===== config.mk =====
export PLATFORM = sky130hd
export DESIGN_NAME = isr_ack_controller_flat
export DESIGN_NICKNAME = d
export VERILOG_FILES = /design/src/rtl/isr_ack_controller_pkg.sv /design/src/rtl/isr_ack_controller_if.sv /design/src/rtl/isr_ack_controller_inta_sync.sv /design/src/rtl/isr_ack_controller.sv /design/src/flat_wrapper.sv
export SDC_FILE = /design/constraint.sdc
export NUM_CORES = 1
export LEC_CHECK = 0
export BUFFER_PORTS_ARGS = -buffer_cell sky130_fd_sc_hd__buf_2
export CORE_MARGIN = 2
export CORE_UTILIZATION = 50
export DETAILED_ROUTE_END_ITERATION = 10
export PLACE_DENSITY = 0.79
export SLEW_MARGIN = 20
export SYNTH_ARGS = -nofsm -noshare
export SYNTH_HDL_FRONTEND = slang
export SYNTH_SLANG_ARGS = --single-unit

===== constraint.sdc =====
create_clock -name clk -period 1.9 [get_ports clk]
set_input_delay 0.095 -clock clk [delete_from_list [all_inputs] [get_ports clk]]
set_output_delay 0.095 -clock clk [all_outputs]
set_load 0.01 [all_outputs]

===== src/rtl/isr_ack_controller_pkg.sv =====
// Shared types and helpers for the in-service register / INTA sequencer.
// The encode helper is also used by the priority resolver.
package isr_ack_controller_pkg;

  typedef enum logic [1:0] {
    IDLE  = 2'd0,
    ACK1  = 2'd1,
    WAIT2 = 2'd2,
    ACK2  = 2'd3
  } ack_state_t;

  localparam logic [2:0] EOI_NONSPEC = 3'b001;
  localparam logic [2:0] EOI_SPEC    = 3'b011;
  localparam logic [2:0] ROT_NONSPEC = 3'b101;
  localparam logic [2:0] ROT_SPEC    = 3'b111;

  // One-hot to level number; an all-zero input encodes to 0.
  function automatic logic [2:0] encode_onehot(input logic [7:0] onehot);
    logic [2:0] idx;
    idx = '0;
    for (int i = 0; i < 8; i++) begin
      if (onehot[i]) idx = idx | 3'(i);
    end
    return idx;
  endfunction

endpackage


===== src/rtl/isr_ack_controller_if.sv =====
// Signal bundle between the resolver/CPU side and the ISR/INTA controller.
interface isr_ack_controller_if;
  logic       INTA;
  logic [7:0] irr_highest_bit;
  logic [7:0] isr_highest_bit;
  logic       auto_eoi;
  logic [4:0] icw2_base;
  logic [7:0] ocw2;
  logic       ocw2_write;
  logic [7:0] isr;
  logic [7:0] irr_clear;
  logic [1:0] number_of_ack;
  logic [7:0] data_out;
  logic       data_out_en;

  modport master (
    output INTA, irr_highest_bit, isr_highest_bit, auto_eoi, icw2_base, ocw2, ocw2_write,
    input  isr, irr_clear, number_of_ack, data_out, data_out_en
  );

  modport slave (
    input  INTA, irr_highest_bit, isr_highest_bit, auto_eoi, icw2_base, ocw2, ocw2_write,
    output isr, irr_clear, number_of_ack, data_out, data_out_en
  );
endinterface


===== src/rtl/isr_ack_controller_inta_sync.sv =====
// Synchroniser for the asynchronous INTA pin with fall/rise detection.
// Flops reset high so a released pin never looks like an acknowledge.
module inta_sync #(
  parameter int SYNC_STAGES = 2
) (
  input  logic clk,
  input  logic rst_n,
  input  logic pin,
  output logic fall,
  output logic rise
);

  logic [SYNC_STAGES-1:0] chain;
  logic                   prev;

  always_ff @(posedge clk or negedge rst_n) begin
    if (!rst_n) begin
      chain <= '1;
      prev  <= 1'b1;
    end else begin
      chain <= {chain[SYNC_STAGES-2:0], pin};
      prev  <= chain[SYNC_STAGES-1];
    end
  end

  assign fall = prev & ~chain[SYNC_STAGES-1];
  assign rise = ~prev & chain[SYNC_STAGES-1];

endmodule


===== src/rtl/isr_ack_controller.sv =====
// In-service register plus 8086-mode two-pulse INTA sequencer with OCW2 EOI handling.
// State | meaning: IDLE wait first INTA fall; ACK1 first pulse low; WAIT2 between pulses; ACK2 vector on bus.
module isr_ack_controller
  import isr_ack_controller_pkg::*;
#(
  parameter int SYNC_STAGES = 2
) (
  input  logic                 clk,
  input  logic                 rst_n,
  isr_ack_controller_if.slave  bus
);

  ack_state_t state, state_next;
  logic       fall, rise;
  logic       spurious, spurious_next;
  logic [7:0] ack_vec, ack_vec_next;
  logic [7:0] isr, isr_next;
  logic [7:0] irr_clear, irr_clear_next;
  logic [1:0] nack, nack_next;
  logic [7:0] dout, dout_next;
  logic       den, den_next;
  logic [7:0] ack_set, aeoi_clear, eoi_clear;

  inta_sync #(.SYNC_STAGES(SYNC_STAGES)) u_sync (
    .clk   (clk),
    .rst_n (rst_n),
    .pin   (bus.INTA),
    .fall  (fall),
    .rise  (rise)
  );

  always_comb begin
    eoi_clear = '0;
    if (bus.ocw2_write && bus.ocw2[4:3] == 2'b00) begin
      case (bus.ocw2[7:5])
        EOI_NONSPEC, ROT_NONSPEC: eoi_clear = bus.isr_highest_bit;
        EOI_SPEC, ROT_SPEC:       eoi_clear = 8'h01 << bus.ocw2[2:0];
        default:                  eoi_clear = '0;
      endcase
    end
  end

  always_comb begin
    state_next     = state;
    spurious_next  = spurious;
    ack_vec_next   = ack_vec;
    irr_clear_next = '0;
    nack_next      = nack;
    dout_next      = dout;
    den_next       = den;
    ack_set        = '0;
    aeoi_clear     = '0;
    case (state)
      IDLE: if (fall) begin
        state_next = ACK1;
        nack_next  = 2'd1;
        // No request pending: answer with level 7 but touch neither ISR nor IRR.
        if (bus.irr_highest_bit == '0) begin
          ack_vec_next  = 8'h80;
          spurious_next = 1'b1;
        end else begin
          ack_vec_next   = bus.irr_highest_bit;
          spurious_next  = 1'b0;
          ack_set        = bus.irr_highest_bit;
          irr_clear_next = bus.irr_highest_bit;
        end
      end
      ACK1: if (rise) state_next = WAIT2;
      WAIT2: if (fall) begin
        state_next = ACK2;
        nack_next  = 2'd2;
        dout_next  = {bus.icw2_base, encode_onehot(ack_vec)};
        den_next   = 1'b1;
      end
      ACK2: if (rise) begin
        state_next = IDLE;
        nack_next  = 2'd0;
        den_next   = 1'b0;
        if (bus.auto_eoi && !spurious) aeoi_clear = ack_vec;
      end
      default: state_next = IDLE;
    endcase
    // A set of the same bit in this cycle wins over any clear.
    isr_next = (isr & ~(eoi_clear | aeoi_clear)) | ack_set;
  end

  always_ff @(posedge clk or negedge rst_n) begin
    if (!rst_n) begin
      state     <= IDLE;
      spurious  <= 1'b0;
      ack_vec   <= '0;
      isr       <= '0;
      irr_clear <= '0;
      nack      <= '0;
      dout      <= '0;
      den       <= 1'b0;
    end else begin
      state     <= state_next;
      spurious  <= spurious_next;
      ack_vec   <= ack_vec_next;
      isr       <= isr_next;
      irr_clear <= irr_clear_next;
      nack      <= nack_next;
      dout      <= dout_next;
      den       <= den_next;
    end
  end

  assign bus.isr           = isr;
  assign bus.irr_clear     = irr_clear;
  assign bus.number_of_ack = nack;
  assign bus.data_out      = dout;
  assign bus.data_out_en   = den;

endmodule


===== src/flat_wrapper.sv =====
// flat-port wrapper written by rule: the top's interface ports become plain ports
module isr_ack_controller_flat import isr_ack_controller_pkg::*;
#(
  parameter int SYNC_STAGES = 2
)
  (clk, rst_n, bus_INTA, bus_irr_highest_bit, bus_isr_highest_bit, bus_auto_eoi, bus_icw2_base, bus_ocw2, bus_ocw2_write, bus_isr, bus_irr_clear, bus_number_of_ack, bus_data_out, bus_data_out_en);
  isr_ack_controller_if bus_i ();
  input  logic clk;
  input  logic rst_n;
  input wire logic [$bits(bus_i.INTA)-1:0] bus_INTA;
  input wire logic [$bits(bus_i.irr_highest_bit)-1:0] bus_irr_highest_bit;
  input wire logic [$bits(bus_i.isr_highest_bit)-1:0] bus_isr_highest_bit;
  input wire logic [$bits(bus_i.auto_eoi)-1:0] bus_auto_eoi;
  input wire logic [$bits(bus_i.icw2_base)-1:0] bus_icw2_base;
  input wire logic [$bits(bus_i.ocw2)-1:0] bus_ocw2;
  input wire logic [$bits(bus_i.ocw2_write)-1:0] bus_ocw2_write;
  output wire logic [$bits(bus_i.isr)-1:0] bus_isr;
  output wire logic [$bits(bus_i.irr_clear)-1:0] bus_irr_clear;
  output wire logic [$bits(bus_i.number_of_ack)-1:0] bus_number_of_ack;
  output wire logic [$bits(bus_i.data_out)-1:0] bus_data_out;
  output wire logic [$bits(bus_i.data_out_en)-1:0] bus_data_out_en;
  assign bus_i.INTA = bus_INTA;
  assign bus_i.irr_highest_bit = bus_irr_highest_bit;
  assign bus_i.isr_highest_bit = bus_isr_highest_bit;
  assign bus_i.auto_eoi = bus_auto_eoi;
  assign bus_i.icw2_base = bus_icw2_base;
  assign bus_i.ocw2 = bus_ocw2;
  assign bus_i.ocw2_write = bus_ocw2_write;
  assign bus_isr = bus_i.isr;
  assign bus_irr_clear = bus_i.irr_clear;
  assign bus_number_of_ack = bus_i.number_of_ack;
  assign bus_data_out = bus_i.data_out;
  assign bus_data_out_en = bus_i.data_out_en;
  isr_ack_controller #(.SYNC_STAGES(SYNC_STAGES)) u_core (.clk(clk), .rst_n(rst_n), .bus(bus_i));
endmodule

==> out/results.ini, run 1 <==
[sta]
drv_slew=0
final-setup-viol-count=0
tightest_slew_ns=0.484
fin_crit_sh_pct=90.9
setup_slack_ns=0.172
hold_viol=0
relSlewSlack_pct=67.4
fin_skew_ns=0.00220
fmax_ghz=0.579
finalCriticalPeriod_ns=1.73
rsz0062_at_grt=false
fin_setup_tns_ns=0

[placement]
dpl_cell_area_mm2=0.00220
numPortBuffers=59
place_congestion=0.863
dp_hpwl_mm=2.89
dp_slack_ns=0.182

[cts]
clkSlewWorstSetupHoldPaths_ns=0.08
cts.sinks=41
numCtsBuffers=5
insertion_delay_ns=0.30
clock-root-buffer=clkbuf_8
cts_tree=built
cts_buffer_depth=2
ctsResizeCount=0
h-tree-depth=2

[yosys]
synth_nets=212
synthTopCellsByArea=dfrtp_1 (51%), nand2_1 (5.6%), dfstp_2 (4.2%), a31o_1 (3.8%), a21o_1 (3.6%)
synth_cell_type_count=34
syn_inst=173
ys_warn_count=0
synth-async-reset-ratio_pct=100
synth_seq_cells=41
yosysSeqAreaShare_pct=55.2
synth_top_area_share_pct=51.0
ys.flop_type=dfrtp_1
synthesis.area_mm2=0.00187
syn_area_per_cell_um2=10.8
synth.largest_area_cell=dfrtp_1
synth_edf_count=0

[final_layout]
design_area_mm2=0.00231
layout_commonest_cell=buf_2
fin_util_pct=63.5
area_growth_pct=23.7
final_nets=276
diodes=0
mostFrequentLayoutCells=buf_2 (59), dfrtp_1 (38), nand2_1 (28)
layout-drive-gt1-share_pct=33.6
fill_cells=330

[grt]
grt_pass1_vias=1460
grt_usage_pct=20.4
globalRouteOverflowTotal=0
antenna_found_initial=0
grt_max_degree=42
grt_pass1_wl_mm=6.50

[power]
cellPowerDensity_mw_per_mm2=1350
peakVddDrop_uv=672
p_leak_nw=1.18

[worst_setup_path]
r2r_start=u_core.state[0]$_DFFE_PN0P_
crit_arrival_ns=1.92
setup.worst_path.end=u_core.bus.isr[7]$_DFF_PN0_
crit_type=reg -> reg
cp-start-kind=flip-flop
worstPathRequired_ns=2.09
r2r_setup_slack_ns=0.17
r2r_end=u_core.bus.isr[7]$_DFF_PN0_
critPathLaunch=u_core.state[0]$_DFFE_PN0P_
critPathCaptureType=flip-flop
reg2reg_depth=6
crit_fanout=8

[floorplan]
die_y_um=65.1
die_area_mm2=0.00424
rows=22
fp.dieW_um=65.1
pin_count=61
start_util_pct=51.3
core_area_mm2=0.00363

[route]
drtIter0Drc=54
drc_errors=0
drtPass1Iterations=4
vias=1524
via_per_inst=5.33
wl_mm=3.87
antenna_left=0
post_drt_wl_per_cell_um=13.5

[status]
status=finished clean

[worst_hold_path]
hp-class=in -> reg

[run]
cap_violations=0

==> report_power, final <==
group	total, mW	switching, mW	leakage, nW	internal [mW]
clock	0.564	0.311	0.0439	0.253
combinational	1.14	0.595	0.640	0.546
sequential	1.42	0.219	0.497	1.20
total	3.13	1.13	1.18	2.00
==> what timing repair did <==
item / 4_1_cts / 5_1_grt
buffers inserted: 0 / 0
hold buffers: 2 / 0
hold endpoints to repair: 39 / 0
==> worst max-delay path, cell delays in order, from the launching register on <==
cell and delay [ns]:
dfrtp_1 0.42, ha_1 0.35, nand2_2 0.12, nor4b_4 0.25, buf_4 0.20, nand2_1 0.07
a31o_1 0.21
==> registers in the layout, summed over array words and instances, names as in the netlist <==
name,cells
u_core.state,2
u_core.bus.number_of_ack,2
u_core.bus.data_out,8
u_core.ack_vec,8
u_core.bus.isr,8
u_core.bus.data_out_en,1
u_core.bus.irr_clear,8
u_core.u_sync.prev,1
u_core.spurious,1
u_core.u_sync.chain,2
==> final cells by class <==
type,instances,area (um^2),share of cell area (%)
Clock buffer,5,68.8,2.98
Clock inverter,3,17.5,0.759
Inverter,10,37.5,1.63
Multi-Input combinational cell,114,749,32.5
Sequential cell,41,1030,44.6
Tap cell,48,60.1,2.60
Timing Repair Buffer,65,345,15.0
==> layer usage <==
layer,vias up,GRT usage [%],share of wire [%]
met3,6,5.38,5.8
met5,-,0,0
met1,734,25.5,44
li1,740,-,-
met4,0,7.29,1.5
met2,44,34.3,49
==> metrics by stage <==
step | cells | hold slack, ns | power, mW
2_1_floorplan | 173 | -0.201 | 2.16
3_3_place_gp | 276 | 0.185 | 2.54
3_5_place_dp | 276 | 0.185 | 2.58
4_1_cts | 286 | 0.000173 | 3.15
5_1_grt | 286 | 0.00194 | 3.35
6_report | 286 | 0.00190 | 3.13
==> worst min-delay path by stage <==
stage,from,endpoint,cells after the start
after global routing,bus_icw2_base[2],u_core.bus.data_out[5]$_DFFE_PN0P_,2
after detailed placement,rst_n,u_core.bus.number_of_ack[1]$_DFFE_PN0P_,2
after floorplan,rst_n,u_core.ack_vec[0]$_DFFE_PN0P_,0
after global placement,rst_n,u_core.bus.data_out[3]$_DFFE_PN0P_,2
after CTS,bus_icw2_base[3],u_core.bus.data_out[6]$_DFFE_PN0P_,2
final,bus_icw2_base[3],u_core.bus.data_out[6]$_DFFE_PN0P_,2
==> synth_stat cells (2+ instances only) <==
master and instances:
o22ai_1 6, buf_2 3, nor3_1 3, nand2_1 28, dfstp_2 3, buf_4 2, nand2b_1 4, a22o_1 2
nand2_2 2, mux2_1 3, and3_1 8, o32ai_1 3, nor2_1 3, a21o_1 9, dfrtp_1 38, a21oi_1 2
ha_1 5, nor4_1 5, o21ai_0 11, inv_1 10, a31o_1 8, mux2_2 3
==> cells by family (layout without fill, tap and decap cells) <==
logic type / after synthesis / count (layout) / synth area share, %
flip-flops: 41 / 41 / 55.2
buffers and inverters: 18 / 83 / 4.63
adder cells (fa/ha/maj): 5 / 5 / 3.35
AND/OR/NAND/NOR: 58 / 58 / 16.3
multiplexers: 6 / 6 / 3.62
AO/OA/AOI/OAI: 45 / 45 / 16.9
(Power assumes the default switching activity.)
==> run 2: changes to the inputs <==
Settings changed: CORE_ASPECT_RATIO set to 0.5.
==> run 2 against run 1 <==
  * Total power rose by 5.7%
  * Largest cell class unchanged
  * Setup slack better by 0.012 ns
  * Die area up 0.71%
  * Register-to-register slack about the same
  * Combinational power barely moved
  * Critical path depth unchanged
  * Sequential cell count unchanged
  * Critical path type unchanged
  * Largest power group unchanged
==> out/results.ini, run 2 (same netlist as run 1, synthesis figures left out) <==
[sta]
finalCriticalPeriod_ns=1.72
hold_viol=0
final-setup-viol-count=0
relSlewSlack_pct=61.6
fin_skew_ns=0.00698
fin_setup_tns_ns=0
fmax_ghz=0.583
rsz0062_at_grt=false
drv_slew=0
fin_crit_sh_pct=90.3
tightest_slew_ns=0.576

[floorplan]
fp.dieW_um=90.4
rows=15
start_util_pct=53.2
core_area_mm2=0.00351
die_y_um=47.2
die_area_mm2=0.00427
pin_count=61

[worst_setup_path]
crit_fanout=8
crit_arrival_ns=1.89
crit_type=reg -> reg
cp-start-kind=flip-flop
worstPathRequired_ns=2.08
critPathCaptureType=flip-flop

[final_layout]
final_nets=277
multi_input_area_um2=752
fin_util_pct=67.0
register_area_mm2=0.00103
fill_cells=272
layout.cells.non_filler=290
mostFrequentLayoutCells=buf_2 (59), dfrtp_1 (38), nand2_1 (28)
layout-drive-gt1-share_pct=33.9
layout_commonest_cell=buf_2
diodes=0
area_growth_pct=26.1
design_area_mm2=0.00235

[cts]
cts_tree=built
insertion_delay_ns=0.29
cts_setup_buffers=0
h-tree-depth=2
numCtsBuffers=5
cts.sinks=41
clkSlewWorstSetupHoldPaths_ns=0.07
cts_buffer_depth=2
clock-root-buffer=clkbuf_8

[placement]
place_congestion=0.808
placed_cells=280
dp_hpwl_mm=3.01
numPortBuffers=59
dpl_cell_area_mm2=0.00221

[route]
drtIter0Drc=121
post_drt_wl_per_cell_um=14.0
drc_errors=0
wl_mm=4.07
vias=1566
via_per_inst=5.40
drtPass1Iterations=4
antenna_left=0

[grt]
grt_usage_pct=20.3
use_met3_pct=4.82
busiest_layer=met2
gr-usage-met1_pct=24.6
antenna_found_initial=0
grt_max_degree=28
grt_pass1_vias=1457
grt_pass1_wl_mm=6.60
globalRouteOverflowTotal=0
grtUsageMet2_pct=37.9

[power]
cellPowerDensity_mw_per_mm2=1400
peakVddDrop_uv=484
p_leak_nw=1.20
power.total_mw=3.30

[run]
cap_violations=0

[worst_hold_path]
hp-class=in -> reg

[status]
status=finished clean

==> run 2: cell types whose count changed in the layout (fill, tap and decap cells not counted), sizes merged <==
cell      before  now
bufinv         0    1
clkinvlp       1    0
buf           63   64
clkinv         2    0
clkbuf         5    7
==> run 2: layout make-up <==
| class | count | area share, % |
|---|---|---|
| clock buffers | 7 | 3.67 |
| clock inverters | 1 | 1.28 |
| inverters | 10 | 1.60 |
| multi-input cells | 114 | 32.0 |
| flip-flops and latches | 41 | 43.8 |
| well taps | 51 | 2.71 |
| repair buffers | 66 | 15.0 |
==> run 2: path summary, 6_finish.rpt <==
path	start	endpoint	slack [ns]	depth (start not counted)
setup / recovery	u_core.state[0]$_DFFE_PN0P_	u_core.bus.isr[2]$_DFF_PN0_	0.18	6
hold / removal	bus_icw2_base[2]	u_core.bus.data_out[5]$_DFFE_PN0P_	0.02	2
setup reg to reg	u_core.state[0]$_DFFE_PN0P_	u_core.bus.isr[2]$_DFF_PN0_	0.18	6
hold reg to reg	u_core.u_sync.chain[0]$_DFF_PN1_	u_core.u_sync.chain[1]$_DFF_PN1_	0.37	0
max in group asynchronous	rst_n	u_core.state[0]$_DFFE_PN0P_	1.02	3
min in group asynchronous	rst_n	u_core.bus.isr[4]$_DFF_PN0_	0.32	2
==> run 2: power by group <==
group	internal, mW	leakage, nW	total, mW	switching (mW)
logic	0.554	0.643	1.17	0.613
registers	1.20	0.497	1.42	0.217
clock network	0.428	0.0585	0.719	0.291
==> run 2: worst max-delay path: stages (launching register included) <==
cell and delay [ns]:
dfrtp_1 0.42, ha_1 0.33, nand2_2 0.13, nor4b_4 0.26, buf_4 0.20, nand2_1 0.06
a31o_1 0.21
==> run 2: per-layer routing <==
metal	vias to the layer above	share of wire (%)
met5	-	0
li1	738	-
met1	766	44
met3	2	5.7
met2	60	50
met4	0	0.17
==> run 2: what timing repair did <==
| action | CTS | global route |
|---|---|---|
| gates resized for setup | 0 | 1 |
| endpoints found under the hold margin | 23 | 0 |
| hold buffers | 2 | 0 |
| setup endpoints to repair | 0 | 1 |
==> run 2: metrics by stage <==
step | setup WS (ns) | hold WS (ns)
finish | 0.184 | 0.0199
global route | 0.0706 | 0.0253
CTS | 0.182 | 0.0158
detailed placement | 0.189 | 0.126
global placement | 0.229 | 0.115
floorplan | 0.349 | -0.201
